### src/rtl/sync_hs_pkg.sv
// Shared definitions for the 4-phase bundled-data handshake blocks.
// State encodings are fixed because receive-side blocks decode them too.
package sync_hs_pkg;

  localparam logic [1:0] IDLE  = 2'b00;
  localparam logic [1:0] SETUP = 2'b01;
  localparam logic [1:0] REQ   = 2'b10;
  localparam logic [1:0] REL   = 2'b11;

  localparam int unsigned DEFAULT_DW = 8;

endpackage

### src/rtl/sync2ff.sv
// Single-bit two-flop synchronizer with asynchronous active-high reset.
module sync2ff (
  input  logic clk,
  input  logic reset,
  input  logic d_i,
  output logic q_o
);

  logic s1_q;
  logic s2_q;

  always_ff @(posedge clk or posedge reset) begin
    if (reset) begin
      s1_q <= 1'b0;
      s2_q <= 1'b0;
    end else begin
      s1_q <= d_i;
      s2_q <= s1_q;
    end
  end

  assign q_o = s2_q;

endmodule

### src/rtl/sync_tx_arbiter.sv
// Round-robin arbiter feeding one 4-phase req/ack transmit channel.
// Requests are only evaluated in IDLE; one grant per full handshake.
module sync_tx_arbiter
  import sync_hs_pkg::*;
#(
  parameter int unsigned N_REQ = 4,
  parameter int unsigned DW    = DEFAULT_DW,
  parameter int unsigned IW    = $clog2(N_REQ)
) (
  input  logic                clk,
  input  logic                reset,
  input  logic [N_REQ-1:0]    v_i,
  input  logic [N_REQ*DW-1:0] d_i,
  output logic [N_REQ-1:0]    gnt_o,
  output logic [IW-1:0]       src_o,
  output logic                busy_o,
  output logic                req_o,
  output logic [DW-1:0]       data_o,
  input  logic                ack_i
);

  localparam logic [IW:0] NREQ_W = (IW+1)'(N_REQ);
  localparam logic [IW:0] ONE_W  = (IW+1)'(1);

  logic              a2;
  logic [1:0]        state_q, state_d;
  logic [IW-1:0]     rr_q, rr_d;
  logic [IW-1:0]     src_q, src_d;
  logic [N_REQ-1:0]  gnt_q, gnt_d;
  logic              req_q, req_d;
  logic [DW-1:0]     data_q, data_d;

  logic              found;
  logic [IW-1:0]     win;
  logic [IW:0]       sum;
  logic [IW:0]       win_inc;
  logic [IW-1:0]     rr_next;
  logic [N_REQ-1:0]  win_onehot;
  logic [DW-1:0]     data_sel;

  sync2ff u_ack_sync (
    .clk   (clk),
    .reset (reset),
    .d_i   (ack_i),
    .q_o   (a2)
  );

  // Scan from rr_q upward with wrap; first hit wins.
  always_comb begin
    found = 1'b0;
    win   = '0;
    sum   = '0;
    for (int unsigned i = 0; i < N_REQ; i++) begin
      sum = {1'b0, rr_q} + (IW+1)'(i);
      if (sum >= NREQ_W) begin
        sum = sum - NREQ_W;
      end
      if (!found && v_i[sum[IW-1:0]]) begin
        found = 1'b1;
        win   = sum[IW-1:0];
      end
    end
  end

  always_comb begin
    win_inc = {1'b0, win} + ONE_W;
    rr_next = (win_inc == NREQ_W) ? '0 : win_inc[IW-1:0];
  end

  always_comb begin
    win_onehot      = '0;
    win_onehot[win] = 1'b1;
  end

  always_comb begin
    data_sel = '0;
    for (int unsigned k = 0; k < N_REQ; k++) begin
      if (IW'(k) == win) begin
        data_sel = d_i[k*DW +: DW];
      end
    end
  end

  always_comb begin
    state_d = state_q;
    rr_d    = rr_q;
    src_d   = src_q;
    gnt_d   = '0;
    req_d   = req_q;
    data_d  = data_q;
    case (state_q)
      IDLE: begin
        // A stale ack from the previous transfer blocks new grants.
        if (found && !a2) begin
          data_d  = data_sel;
          src_d   = win;
          gnt_d   = win_onehot;
          rr_d    = rr_next;
          state_d = SETUP;
        end
      end
      SETUP: begin
        req_d   = 1'b1;
        state_d = REQ;
      end
      REQ: begin
        req_d = 1'b1;
        if (a2) begin
          req_d   = 1'b0;
          state_d = REL;
        end
      end
      REL: begin
        req_d = 1'b0;
        if (!a2) begin
          state_d = IDLE;
        end
      end
      default: begin
        req_d   = 1'b0;
        state_d = IDLE;
      end
    endcase
  end

  always_ff @(posedge clk or posedge reset) begin
    if (reset) begin
      state_q <= IDLE;
      rr_q    <= '0;
      src_q   <= '0;
      gnt_q   <= '0;
      req_q   <= 1'b0;
      data_q  <= '0;
    end else begin
      state_q <= state_d;
      rr_q    <= rr_d;
      src_q   <= src_d;
      gnt_q   <= gnt_d;
      req_q   <= req_d;
      data_q  <= data_d;
    end
  end

  assign gnt_o  = gnt_q;
  assign src_o  = src_q;
  assign req_o  = req_q;
  assign data_o = data_q;
  assign busy_o = (state_q != IDLE);

  a_gnt_onehot : assert property (@(posedge clk) disable iff (reset)
    $onehot0(gnt_q));
  a_gnt_in_setup : assert property (@(posedge clk) disable iff (reset)
    (state_q == SETUP) == (|gnt_q));
  a_req_in_req : assert property (@(posedge clk) disable iff (reset)
    req_q == (state_q == REQ));

endmodule

### config.mk
export PLATFORM = sky130hd
export DESIGN_NAME = sync_tx_arbiter
export DESIGN_NICKNAME = d
export VERILOG_FILES = /design/src/rtl/sync_hs_pkg.sv /design/src/rtl/sync2ff.sv /design/src/rtl/sync_tx_arbiter.sv
export SDC_FILE = /design/constraint.sdc
export NUM_CORES = 1
export LEC_CHECK = 0
export ABC_AREA = 1
export BUFFER_PORTS_ARGS = -buffer_cell sky130_fd_sc_hd__buf_2
export CORE_MARGIN = 3
export CORE_UTILIZATION = 49
export DETAILED_ROUTE_END_ITERATION = 8
export PLACE_DENSITY = 0.91
export SYNTH_ARGS = -nofsm -noshare
export SYNTH_HDL_FRONTEND = slang
export SYNTH_HIERARCHICAL = 1
export SYNTH_SLANG_ARGS = --single-unit
### constraint.sdc
create_clock -name clk -period 3 [get_ports clk]
set_input_delay 0.3 -clock clk [delete_from_list [all_inputs] [get_ports clk]]
set_output_delay 0.3 -clock clk [all_outputs]
set_load 0.02 [all_outputs]
==> flow_summary.ini <==
[run_status]
outcome = complete, no violations

[timing]
max_freq_mhz = 370
final.period_utilization = 0.900
post-route-min-period_ns = 2.70
grt_setup_unrepaired = no
finClkSkew_ns = 0.00404
timing_worst_slew_pin_value_ns = 0.700
drv_slew = 0
final-setup-viol-count = 0
finalHoldViolCount = 0
max-slew-margin-rel = 0.533
setup_total_negative_slack_ns = 0

[synth]
post-synth-top-area-fraction = 0.357
synth_most_common_cell = nand2_1
synthTopCellsByCount = nand2_1 (64), dfrtp_1 (21), o21ai_0 (20), inv_1 (19), nand2_2 (13)
netlist.top_cell.by_area = dfrtp_1
synth-async-reset-ratio = 1.00
post_synth.cell_area_avg_um2 = 7.41
synth_fp_nets = 246
yosys.cell_types.count = 20
syn-cell-area_um2 = 1470
postSynth.topFlopCell = dfrtp_1
synth.top_cells.by_area = dfrtp_1 (36%), nand2_1 (16%), ha_1 (6.8%)
synth.yosys.seq_area_share = 0.357
post_synthesis_cells = 199
synth_seq_cells = 21
yosys_warnings = 6
synth_enable_flop_cells = 0

[placement]
count_of_input_and_output_buffers = 54
gp_congestion = 0.829
placed_cell_area_um2 = 1720
place.detailed.hpwl_um = 2680

[setup_path]
path_class = flip-flop to flip-flop
critPathArrivalTime_ns = 2.94
worst_setup_path_end_kind = flip-flop
cp-start-kind = flip-flop
cp_data_required_time_ns = 3.24
path_max_fanout = 10

[finish]
final_area_um2 = 1770
synthToLayoutAreaGrowth_pct = 19.9
antennaDiodeCount = 0
post_route_cells_drive_above_1_share = 0.357
nets = 300

[floorplanning]
core_area_um2 = 2810
placement_rows = 19
die_w_um = 60.8
die_height_um = 60.8
initial_core_util = 0.525
io-pin-count = 55
die-area_um2 = 3700

[clock_network]
cts-root-buf = clkbuf_4
cts_setup_buffers = 0
worst_setup_hold_path_clk_slew_ns = 0.12
cts_tree = built
numClockSinks = 21
cts_buffers = 3
clock_insertion_delay_worst_skew_ns = 0.31
cts_max_path_buffers = 2
htreeDepth = 1

[route]
drt_wl_total_um = 3250
drc_errors = 0
detail_route.iter0.violations = 73
drt_first_pass_iters = 4
drt-vias-per-instance = 5.01
detailed_route_wire_length_per_cell_um = 11.5
vias = 1417
drtAntennaViolNets = 0

[global_route]
number_of_antenna_violations_at_the_first_check_in_global_routing = 0
vias_in_the_first_global_route = 1285
grtUsageTotal = 0.184
largest_net_degree_at_the_start_of_global_routing = 25
wire_length_of_the_first_global_routing_pass_um = 5310
grt-ovfl-total = 0

[min_path]
hold_class = input pin to flip-flop

[run]
maxCapViolations = 0

[pwr]
power.ir.vdd_worst_uv = 651
power-per-cell-area_nw_per_um2 = 1410
cellLeakagePower_uw = 0.00102
[worst max-delay path, cell delays in order (launching register included)]
cell and delay (ns):
dfrtp_1 0.44, inv_2 0.13, nand2_1 0.08, nand2_2 0.11, nand2_2 0.07, nand2_2 0.10
inv_1 0.05, nand2_1 0.07, nand3_1 0.10, nand3_1 0.21, inv_1 0.10, ha_1 0.34
nor2_4 0.23, nand2_1 0.07, nand2_1 0.06, o21ai_0 0.08, nand2_1 0.07, o21ai_0 0.14
o21ai_2 0.17
[metrics by stage]
stage | hold slack, ns | util | std cells | setup WS [ns] | power [uW]
finish | 0.0925 | 0.630 | 283 | 0.300 | 2490
global route | 0.0753 | 0.630 | 283 | 0.00807 | 2790
CTS | 0.0866 | 0.627 | 283 | 0.0284 | 2470
detailed placement | 0.162 | 0.613 | 278 | 0.0547 | 2320
global placement | 0.161 | 0.613 | 278 | 0.245 | 2250
floorplan | 0.0412 | - | 199 | 0.501 | 1980
[registers in the layout (all words and copies together), names as in the netlist]
register and flops:
u_ack_sync/s1_q 1, u_ack_sync/q_o 1, rr_q 2, src_o 2
req_o 1, state_q 2, gnt_o 4, data_o 8
[cell type report]
class | count | area, um^2
tap | 31 | 38.8
timing repair buffer | 55 | 280
clock inverter | 1 | 5.00
inverter | 23 | 91.3
fill | 250 | 1040
sequential | 21 | 527
clock buffer | 3 | 22.5
multi-input combinational | 149 | 802
[kinds of logic after synthesis]
| group | share of synthesized area |
|---|---|
| buffers and inverters | 0.104 |
| adders and majority gates | 0.0679 |
| DFF | 0.357 |
| AOI/OAI and AO/OA | 0.165 |
| and+or+nand+nor | 0.306 |
[final timing paths]
check	endpoint	cells after the start	slack (ns)	startpoint
setup reg to reg	data_o[3]$_DFFE_PP0P_	18	0.30	rr_q[1]$_DFFE_PP0P_
setup / recovery	data_o[3]$_DFFE_PP0P_	18	0.30	rr_q[1]$_DFFE_PP0P_
max in group asynchronous	rr_q[0]$_DFFE_PP0P_	3	1.88	reset
hold reg to reg	u_ack_sync/q_o$_DFF_PP0_	0	0.37	u_ack_sync/s1_q$_DFF_PP0_
min in group asynchronous	u_ack_sync/q_o$_DFF_PP0_	3	0.37	reset
hold / removal	u_ack_sync/s1_q$_DFF_PP0_	1	0.09	ack_i
[where the power goes]
| group | total (uW) | leakage [uW] | switching (uW) | internal [uW] |
|---|---|---|---|---|
| clock | 137 | 0.0000177 | 87.0 | 49.8 |
| combinational | 1860 | 0.000735 | 1230 | 632 |
| sequential | 492 | 0.000263 | 88.6 | 403 |
[layer usage]
| metal | track usage | vias up | routed length, um | part of all wire |
|---|---|---|---|---|
| met5 | 0 | - | 0 | 0 |
| met4 | 0.0588 | 0 | 42 | 0.013 |
| met3 | 0.0191 | 5 | 111 | 0.034 |
| met2 | 0.316 | 35 | 1720 | 0.53 |
| met1 | 0.241 | 638 | 1370 | 0.42 |
| li1 | - | 739 | - | - |
[cell usage in the layout (no fill, tap or decap)]
master and count:
nor2_1 7, nor2_4 2, o21ai_1 2, buf_2 54
nand3_2 1, a21oi_1 9, inv_2 3, nand2_1 64
inv_6 1, o21ai_0 20, dfrtp_2 1, nand3_1 11
inv_1 19, ha_1 8, nand3_4 1, nand2_2 13
nand4_1 1, o21ai_2 10, clkbuf_4 3, clkinv_2 1
dfrtp_1 20, dlygate4sd3_1 1
[timing repair]
item | in CTS | in global routing
endpoints found under the setup margin | 0 | 8
endpoints found under the hold margin | 2 | 0
hold buffers | 1 | 0
gates resized for setup | 0 | 3
(Power assumes the default switching activity.)
